<file path="config.mk">
export PLATFORM = sky130hd
export DESIGN_NAME = hi_lo_mul_div
export DESIGN_NICKNAME = d
export VERILOG_FILES = /design/src/rtl/hi_lo_mul_div_pkg.sv /design/src/rtl/mul_div_iterator.sv /design/src/rtl/hi_lo_mul_div.sv
export SDC_FILE = /design/constraint.sdc
export NUM_CORES = 1
export LEC_CHECK = 0
export BUFFER_PORTS_ARGS = -buffer_cell sky130_fd_sc_hd__buf_4
export CAP_MARGIN = 15
export CORE_MARGIN = 2
export CORE_UTILIZATION = 50
export CTS_CLUSTER_DIAMETER = 30
export CTS_CLUSTER_SIZE = 16
export DETAILED_ROUTE_END_ITERATION = 6
export PLACE_DENSITY = 0.69
export SYNTH_ARGS = -nofsm -noshare
export SYNTH_HDL_FRONTEND = slang
export SYNTH_SLANG_ARGS = --single-unit
</file>
<file path="constraint.sdc">
create_clock -name Clk -period 3.9 [get_ports Clk]
set_input_delay 0.39 -clock Clk [delete_from_list [all_inputs] [get_ports Clk]]
set_output_delay 0.39 -clock Clk [all_outputs]
set_load 0.05 [all_outputs]
</file>
<file path="src/rtl/hi_lo_mul_div_pkg.sv">
// HI/LO multiply-divide unit shared definitions.
// Op codes, FSM states and divide-by-zero result.
package hi_lo_mul_div_pkg;

  typedef enum logic [1:0] {
    OP_MULT  = 2'b00,
    OP_MULTU = 2'b01,
    OP_DIV   = 2'b10,
    OP_DIVU  = 2'b11
  } op_t;

  typedef enum logic [1:0] {
    S_IDLE   = 2'b00,
    S_RUN    = 2'b01,
    S_FINISH = 2'b10
  } state_t;

  // Quotient reported on divide by zero (sliced to width).
  localparam logic [63:0] DIV_ZERO_QUOT = '1;

  function automatic logic isSignedOp(input logic [1:0] op);
    return (op == OP_MULT) || (op == OP_DIV);
  endfunction

  function automatic logic isDivOp(input logic [1:0] op);
    return (op == OP_DIV) || (op == OP_DIVU);
  endfunction

endpackage

</file>
<file path="src/rtl/mul_div_iterator.sv">
// Bit-serial shift-add multiply / restoring divide.
// Operands are unsigned magnitudes; one bit per cycle.
module mul_div_iterator
  import hi_lo_mul_div_pkg::*;
#(
  parameter int unsigned DATA_WIDTH = 32
) (
  input  logic                  clk,
  input  logic                  rst_n,
  input  logic                  load,
  input  logic                  run,
  input  logic                  isDiv,
  input  logic [DATA_WIDTH-1:0] opA,
  input  logic [DATA_WIDTH-1:0] opB,
  output logic [DATA_WIDTH-1:0] hiRes,
  output logic [DATA_WIDTH-1:0] loRes,
  output logic                  lastIter
);

  localparam int CW = $clog2(DATA_WIDTH + 1);

  logic [CW-1:0]         cnt;
  logic [DATA_WIDTH-1:0] acc;
  logic [DATA_WIDTH-1:0] quo;
  logic [DATA_WIDTH-1:0] opnd;
  logic [DATA_WIDTH-1:0] addend;
  logic [DATA_WIDTH:0]   mulSum;
  logic [DATA_WIDTH:0]   shifted;
  logic [DATA_WIDTH:0]   diff;

  // One-step datapath for both multiply and divide.
  always_comb begin
    addend  = quo[0] ? opnd : {DATA_WIDTH{1'b0}};
    mulSum  = {1'b0, acc} + {1'b0, addend};
    shifted = {acc, quo[DATA_WIDTH-1]};
    diff    = shifted - {1'b0, opnd};
  end

  // Shadow accumulator, quotient/multiplier and counter.
  always_ff @(posedge clk or negedge rst_n) begin
    if (!rst_n) begin
      cnt  <= '0;
      acc  <= '0;
      quo  <= '0;
      opnd <= '0;
    end else if (load) begin
      cnt  <= CW'(DATA_WIDTH);
      acc  <= '0;
      quo  <= opA;
      opnd <= opB;
    end else if (run) begin
      cnt <= cnt - CW'(1);
      if (isDiv) begin
        if (!diff[DATA_WIDTH]) begin
          acc <= diff[DATA_WIDTH-1:0];
          quo <= {quo[DATA_WIDTH-2:0], 1'b1};
        end else begin
          acc <= shifted[DATA_WIDTH-1:0];
          quo <= {quo[DATA_WIDTH-2:0], 1'b0};
        end
      end else begin
        acc <= mulSum[DATA_WIDTH:1];
        quo <= {mulSum[0], quo[DATA_WIDTH-1:1]};
      end
    end
  end

  assign hiRes    = acc;
  assign loRes    = quo;
  assign lastIter = (cnt == CW'(1));

endmodule

</file>
<file path="src/rtl/hi_lo_mul_div.sv">
// Multi-cycle MULT/DIV unit owning HI and LO.
// FSM, sign handling, HI/LO registers, stall.
module hi_lo_mul_div
  import hi_lo_mul_div_pkg::*;
#(
  parameter int unsigned DATA_WIDTH = 32
) (
  input  logic                  Clk,
  input  logic                  Rst,
  input  logic                  Start,
  input  logic [1:0]            Op,
  input  logic [DATA_WIDTH-1:0] A,
  input  logic [DATA_WIDTH-1:0] B,
  input  logic                  HiWrite,
  input  logic                  LoWrite,
  input  logic [DATA_WIDTH-1:0] MoveData,
  input  logic                  HiLoRead,
  output logic [DATA_WIDTH-1:0] ReadDataHi,
  output logic [DATA_WIDTH-1:0] ReadDataLo,
  output logic                  Busy,
  output logic                  Done,
  output logic                  Stall
);

  localparam int PW = 2 * DATA_WIDTH;

  state_t state;
  state_t nextState;

  logic load;
  logic run;
  logic finish;
  logic lastIter;
  logic moveOk;

  logic                  isDivQ;
  logic                  aNegQ;
  logic                  bNegQ;
  logic                  divZeroQ;
  logic [DATA_WIDTH-1:0] aOrigQ;

  logic                  aNeg;
  logic                  bNeg;
  logic [DATA_WIDTH-1:0] magA;
  logic [DATA_WIDTH-1:0] magB;

  logic [DATA_WIDTH-1:0] hiRes;
  logic [DATA_WIDTH-1:0] loRes;
  logic [PW-1:0]         prodMag;
  logic [PW-1:0]         prodFix;
  logic [DATA_WIDTH-1:0] quotFix;
  logic [DATA_WIDTH-1:0] remFix;
  logic [DATA_WIDTH-1:0] hiNext;
  logic [DATA_WIDTH-1:0] loNext;

  logic [DATA_WIDTH-1:0] hiReg;
  logic [DATA_WIDTH-1:0] loReg;

  // Operand magnitudes for the unsigned iterator.
  always_comb begin
    aNeg = isSignedOp(Op) & A[DATA_WIDTH-1];
    bNeg = isSignedOp(Op) & B[DATA_WIDTH-1];
    magA = aNeg ? -A : A;
    magB = bNeg ? -B : B;
  end

  // State register.
  always_ff @(posedge Clk or negedge Rst) begin
    if (!Rst) state <= S_IDLE;
    else      state <= nextState;
  end

  // Next state and iteration controls.
  always_comb begin
    nextState = state;
    load      = 1'b0;
    run       = 1'b0;
    finish    = 1'b0;
    unique case (state)
      S_IDLE: begin
        if (Start) begin
          load      = 1'b1;
          nextState = S_RUN;
        end
      end
      S_RUN: begin
        run = 1'b1;
        if (lastIter) nextState = S_FINISH;
      end
      S_FINISH: begin
        finish    = 1'b1;
        nextState = S_IDLE;
      end
      default: nextState = S_IDLE;
    endcase
  end

  // Capture op kind and sign info at launch.
  always_ff @(posedge Clk or negedge Rst) begin
    if (!Rst) begin
      isDivQ   <= 1'b0;
      aNegQ    <= 1'b0;
      bNegQ    <= 1'b0;
      divZeroQ <= 1'b0;
      aOrigQ   <= '0;
    end else if (load) begin
      isDivQ   <= isDivOp(Op);
      aNegQ    <= aNeg;
      bNegQ    <= bNeg;
      divZeroQ <= isDivOp(Op) && (B == '0);
      aOrigQ   <= A;
    end
  end

  mul_div_iterator #(
    .DATA_WIDTH(DATA_WIDTH)
  ) uIter (
    .clk      (Clk),
    .rst_n    (Rst),
    .load     (load),
    .run      (run),
    .isDiv    (isDivQ),
    .opA      (magA),
    .opB      (magB),
    .hiRes    (hiRes),
    .loRes    (loRes),
    .lastIter (lastIter)
  );

  // Sign fix-up and HI/LO placement of the result.
  always_comb begin
    prodMag = {hiRes, loRes};
    prodFix = (aNegQ ^ bNegQ) ? -prodMag : prodMag;
    quotFix = (aNegQ ^ bNegQ) ? -loRes : loRes;
    remFix  = aNegQ ? -hiRes : hiRes;
    hiNext  = prodFix[PW-1:DATA_WIDTH];
    loNext  = prodFix[DATA_WIDTH-1:0];
    unique case (1'b1)
      divZeroQ: begin
        hiNext = aOrigQ;
        loNext = DIV_ZERO_QUOT[DATA_WIDTH-1:0];
      end
      (isDivQ && !divZeroQ): begin
        hiNext = remFix;
        loNext = quotFix;
      end
      default: ;
    endcase
  end

  // Moves only land in IDLE and lose to Start.
  assign moveOk = (state == S_IDLE) && !Start;

  // Architectural HI/LO registers.
  always_ff @(posedge Clk or negedge Rst) begin
    if (!Rst) begin
      hiReg <= '0;
      loReg <= '0;
    end else if (finish) begin
      hiReg <= hiNext;
      loReg <= loNext;
    end else if (moveOk) begin
      if (HiWrite) hiReg <= MoveData;
      if (LoWrite) loReg <= MoveData;
    end
  end

  // One-cycle commit pulse.
  always_ff @(posedge Clk or negedge Rst) begin
    if (!Rst) Done <= 1'b0;
    else      Done <= finish;
  end

  assign Busy       = (state != S_IDLE);
  assign Stall      = Busy & (HiLoRead | Start | HiWrite | LoWrite);
  assign ReadDataHi = hiReg;
  assign ReadDataLo = loReg;

endmodule

</file>
Word-level counts from Yosys, hierarchy flattened. Index checks and enable logic that the tools add are counted.

Flip-flop bits (word level): 205. Bits of input ports: 104. Output and inout bits: 67.

$add $sub $neg: 8. Equal/unequal tests: 7. Mux-type cells: 31. Bitwise operators: 7. Reductions and logical operators: 18.

Operators by type and width (number): 32-bit two-way mux (18); 32-bit negator (4); 32-bit case mux with 2 select lines (2); 64-bit two-way mux (1); 64-bit negator (1); 32-bit by 32-bit adder with 33-bit output (1); 33-bit by 32-bit subtractor with 33-bit output (1); 32-bit zero test (1); 6-bit two-way mux (2); 2-bit nonzero test (5); 2-bit equality test (second input constant) (3); 6-bit by 1-bit equality test with 1-bit output (second input constant) (1); 2-bit AND reduction (3); 6-bit by 1-bit subtractor with 6-bit output (second input constant) (1); 1-bit two-way mux (5); 2-bit zero test (2); 2-bit two-way mux (2); 2-bit inequality test (second input constant) (2); 2-bit case mux with 2 select lines (1); 1-bit AND (3); 1-bit logical AND (3); 1-bit bitwise OR (3); 2-bit by 1-bit equality test with 1-bit output (second input constant) (1); 1-bit zero test (2); other kinds (2) (3).

Depth between registers and ports, before layout.
Depth after elaboration: 5. Gate-level depth with buffers: 15.

By module. From an unflattened synthesis, not the netlist that was laid out.

Cell total of the unflattened synthesis: 2125. Area total of the unflattened synthesis: 16658.5 µm².

Modules (own cells, without submodules): mul_div_iterator (times used 1, cells an instance 1033, area an instance 8473.1 µm²); hi_lo_mul_div (times used 1, cells an instance 1092, area an instance 8185.4 µm²).

Least setup slack after synthesis. Ideal clock, no wire load.

Path type: register -> register. From: register uIter.quo[0], in the netlist uIter.loRes[0]. To: register uIter.acc[31], in the netlist uIter.hiRes[31]. Library setup time: 0.065 ns. Arrival time: 3.193 ns. Setup slack: 0.642 ns. Cell stages (with the launch flop): 15. Buffers on the path: 1. Period minus slack after synthesis: 3.258 ns. Cells stage by stage: dfrtp_1 > inv_1 > clkbuf_1 > nor2_1 > ha_1 > and3_1 > o21ai_0 > a21oi_1 > o31ai_1 > a32o_1 > o31a_1 > o311ai_0 > a31oi_1 > o211ai_1 > o211a_1.

Word-level cells in the longest chain between the ends: 5.

RTL lines: start, declared (RTL line mul_div_iterator.sv:24) `logic [DATA_WIDTH-1:0] quo;`; start signal, assigned (RTL line mul_div_iterator.sv:49) `quo <= opA;`; start signal, assigned (RTL line mul_div_iterator.sv:56) `quo <= {quo[DATA_WIDTH-2:0], 1'b1};`; start signal, assigned (RTL line mul_div_iterator.sv:59) `quo <= {quo[DATA_WIDTH-2:0], 1'b0};`; 32-bit two-way mux (RTL line mul_div_iterator.sv:33) `addend = quo[0] ? opnd : {DATA_WIDTH{1'b0}};`; 32-bit by 32-bit adder with 33-bit output (RTL line mul_div_iterator.sv:34) `mulSum = {1'b0, acc} + {1'b0, addend};`; 32-bit two-way mux (RTL line mul_div_iterator.sv:53) `if (isDiv) begin`; 32-bit two-way mux (RTL line mul_div_iterator.sv:51) `end else if (run) begin`; 32-bit two-way mux (RTL line mul_div_iterator.sv:46) `end else if (load) begin`; end signal, assigned (RTL line mul_div_iterator.sv:55) `acc <= diff[DATA_WIDTH-1:0];`; end signal, assigned (RTL line mul_div_iterator.sv:58) `acc <= shifted[DATA_WIDTH-1:0];`; end signal, assigned (RTL line mul_div_iterator.sv:62) `acc <= mulSum[DATA_WIDTH:1];`; end, declared (RTL line mul_div_iterator.sv:23) `logic [DATA_WIDTH-1:0] acc;`.

Every way passes these cells. The select of a mux whose other input is x is not followed. A chain may end at the register's enable or synchronous reset.

Final worst setup path.
From: register uIter.quo[0], in the netlist uIter.loRes[0]. To: register hiReg[0], in the netlist ReadDataHi[0].

Word-level cells in the longest chain between the ends: 4.

RTL lines: 64-bit negator (RTL line hi_lo_mul_div.sv:133) `prodFix = (aNegQ ^ bNegQ) ? -prodMag : prodMag;`; 64-bit two-way mux (RTL line hi_lo_mul_div.sv:133); 32-bit case mux with 2 select lines (RTL line hi_lo_mul_div.sv:138) `unique case (1'b1)`; 32-bit two-way mux (RTL line hi_lo_mul_div.sv:159) `end else if (finish) begin`; end signal, assigned (RTL line hi_lo_mul_div.sv:160) `hiReg <= hiNext;`; end signal, assigned (RTL line hi_lo_mul_div.sv:163) `if (HiWrite) hiReg <= MoveData;`; end, declared (RTL line hi_lo_mul_div.sv:56) `logic [DATA_WIDTH-1:0] hiReg;`.

Every way passes these cells.

==> flow_metrics.py <==
metrics = {
    "grt": {
        "grt_pass1_vias": 15300,
        "grt_max_degree": 115,
        "overflow": 0,
        "track_usage_pct": 34.1,
        "antenna_found_initial": 0,
        "grt_pass1_wl_um": 87700,
    },
    "drt": {
        "first_iter_violations": 1852,
        "wire_per_inst_um": 21.8,
        "drt-total-wl_um": 56500,
        "drcViolationCount": 0,
        "drt_pre_antenna_iters": 6,
        "via_per_inst": 6.16,
        "via_count": 15900,
        "ant_nets": 0,
    },
    "synth": {
        "synthCells": 1972,
        "synth_seq_cells": 205,
        "synth-simple-area-share_pct": 19.2,
        "yosysWarnings": 0,
        "synthArstFlopShare_pct": 100,
        "synth-xor-area-share_pct": 9.88,
        "synth.cell_area_um2": 15600,
        "synth_top_family_by_area": "compound AO/OA/AOI/OAI gates",
        "muxShareOfSynthArea_pct": 3.99,
        "synth_cell_type_count": 73,
        "ys_seq_area_share_pct": 32.9,
        "syn-num-nets": 2148,
        "syn_area_per_cell_um2": 7.91,
        "synth-main-ff-cell": "dfrtp_1",
        "synth_edf_count": 0,
        "synth_compound_area_share_pct": 24.0,
        "synthAdderAreaFrac_pct": 5.87,
    },
    "floorplan": {
        "row_count": 64,
        "die_x_um": 181,
        "die_height_um": 181,
        "ios": 171,
        "start_util_pct": 50.8,
        "core_area_um2": 30700,
        "fp.dieArea_um2": 32600,
    },
    "setup_path": {
        "cp-end-kind": "flop",
        "startpoint": "uIter.loRes[0]",
        "crit_arrival_ps": 4080,
        "critPathLaunchType": "flop",
        "cp.required_ps": 4310,
        "r2r-start": "uIter.loRes[0]",
        "crit_type": "reg -> reg",
        "crit_fanout": 9,
    },
    "cts": {
        "numCtsBuffers": 49,
        "htreeDepth": 2,
        "cts_sinks": 205,
        "clkTransAtPathRegs_ps": 50,
        "cts_tree": "yes",
        "clk_latency_ps": 560,
        "clockRootBuffer": "clkbuf_16",
        "cts_buffer_depth": 3,
    },
    "timing": {
        "finClkSkew_ps": 22.2,
        "fmaxAchievable_ghz": 0.273,
        "relSlewSlack_pct": 21.4,
        "slew_violations": 0,
        "period_share_pct": 93.9,
        "fin_tns_setup_ps": 0,
        "final.min_clock_period_ps": 3660,
        "rsz0062_at_grt": "no",
        "tightest_slew_ps": 1170,
        "final-hold-violation-count": 0,
        "setup_viol_count_final": 0,
    },
    "placement": {
        "post-dp-hpwl_um": 42600,
        "place.gp.congestion": 1.04,
        "io_buffers": 170,
        "dp.cells": 2493,
    },
    "final_layout": {
        "syn_to_final_growth_pct": 23.9,
        "diodes": 0,
        "layout_commonest_cell": "nand2_1",
        "nNetsFinal": 2329,
        "final_cell_mix": "nand2_1, buf_4, o21ai_0, dfrtp_1, nor2_1",
        "drive_gt1_share_pct": 16.7,
        "nFillCells": 2709,
        "final_cells": 2588,
    },
    "power_and_ir_drop": {
        "p_leak_nw": 8.57,
        "vdd_ir_drop_max_mv": 0.478,
        "power_per_cell_area_nw_per_um2": 690,
    },
    "run_status": {
        "status": "finished clean",
    },
    "hold_path": {
        "min_from": "A[29]",
        "min-delay-path-class": "in -> reg",
    },
    "job": {
        "max_cap_viol_count": 0,
    },
}
## Yosys cell counts, types with 3 or more instances
library cell  count  area share [%]
buf_1             9            0.22
a22oi_1          27             1.3
or2_2             9            0.36
nand2b_1         14            0.56
and3_1            7            0.28
a41oi_1           5            0.28
o21ai_0         226             7.3
nor3_1           41             1.3
nand3b_1          6            0.29
nor2_1          164             3.9
dfrtp_1         205              33
or3_1            18            0.72
o31ai_1          26             1.3
buf_2             7            0.22
a21o_1           22             1.1
o31a_1            3            0.17
a222oi_1          7            0.45
ha_1             70             5.6
o22ai_1          51             2.0
mux2_2            9            0.65
a21oi_1         158             5.1
o211ai_1          7            0.34
o311ai_0          3            0.17
nor2b_1          15            0.60
mux2i_1          52             3.3
nand2_1         299             7.2
nand3_1          20            0.64
xnor2_1          99             5.6
or4_1            12            0.58
clkbuf_1         92             2.2
nand4_1          12            0.48
nor4_1           13            0.52
o211a_1           3            0.19
o21bai_1          7            0.34
o21a_1           12            0.58
and2_1           11            0.44
xor2_1           77             4.3
o41ai_1           9            0.51
inv_1            63             1.5
o221ai_1          8            0.45
a211oi_1         12            0.58
a31oi_1          20            0.80
## routing by layer
| layer | GRT usage, % | share of wire, % | up-vias |
|---|---|---|---|
| li1 | - | - | 7449 |
| met1 | 51.3 | 45 | 7510 |
| met2 | 48.8 | 42 | 873 |
| met3 | 7.64 | 11 | 99 |
| met4 | 9.58 | 2.3 | 0 |
| met5 | 0 | 0 | - |
## kinds of logic (layout without fill, tap and decap cells)
group           count (synthesis)  in the layout
compound gates                625            625
xor+xnor                      176            176
fa+ha+maj                      72             72
buf+inv                       173            393
flops                         205            205
mux                            61             61
simple gates                  660            660
## worst max-delay path, cell delays in order (launching register included)
cell and delay [ps]:
dfrtp_1 460, clkinvlp_4 220, ha_1 240, or3b_2 500
nor4_1 350, nand4_1 250, or4_2 690, nand2_1 170
xnor2_1 170, nor2_1 70, a21oi_1 270, o21ai_0 130
## metrics by stage
step	hold WS (ps)	util, %	worst slack, ps	power [mW]	instance area (um2)
final	57.7	63.0	237	13.3	19300
after global routing	68.6	63.0	1.71	14.0	19300
after CTS	39.6	62.8	122	13.2	19300
after detailed placement	465	57.0	169	8.78	17500
after global placement	461	57.0	189	8.74	17500
after floorplan	94.4	-	642	6.82	15600
## final timing paths
| path | end | slack [ps] | depth (start not counted) |
|---|---|---|---|
| min reg2reg | uIter.opnd[17] | 480 | 2 |
| max in group asynchronous | ReadDataHi[20] | 2370 | 3 |
| max reg2reg | ReadDataHi[0] | 240 | 11 |
| min | aOrigQ[29] | 60 | 3 |
| min in group asynchronous | uIter.hiRes[21] | 420 | 2 |
| max | ReadDataHi[0] | 240 | 11 |
## report_power, final
group | total [mW] | switching (mW) | internal, mW
clock network | 4.32 | 1.37 | 2.95
logic | 5.83 | 3.40 | 2.42
registers | 3.18 | 0.685 | 2.50
## state kept, by name (all words and copies together), names as in the netlist
register	flops
uIter.loRes	32
aNegQ	1
isDivQ	1
state	2
uIter.cnt	6
ReadDataLo	32
uIter.opnd	32
bNegQ	1
divZeroQ	1
ReadDataHi	32
uIter.hiRes	32
aOrigQ	32
Done	1
## timing repair
action,CTS,global route
gates resized for setup,0,4
buffers inserted,0,3
hold endpoints to repair,70,0
hold buffers,1,0
endpoints found under the setup margin,0,11
## final cells by class
type                       count  area, um2  area share [%]
tap                          396        495            2.56
multi-input combinational   1594       9840            50.9
clock buffer                  60       1360            7.03
inverter                      64        244            1.26
clock inverter                30        412            2.13
sequential                   205       5130            26.5
timing repair buffer         239       1850            9.56
Power figures use the tool's default switching activity.
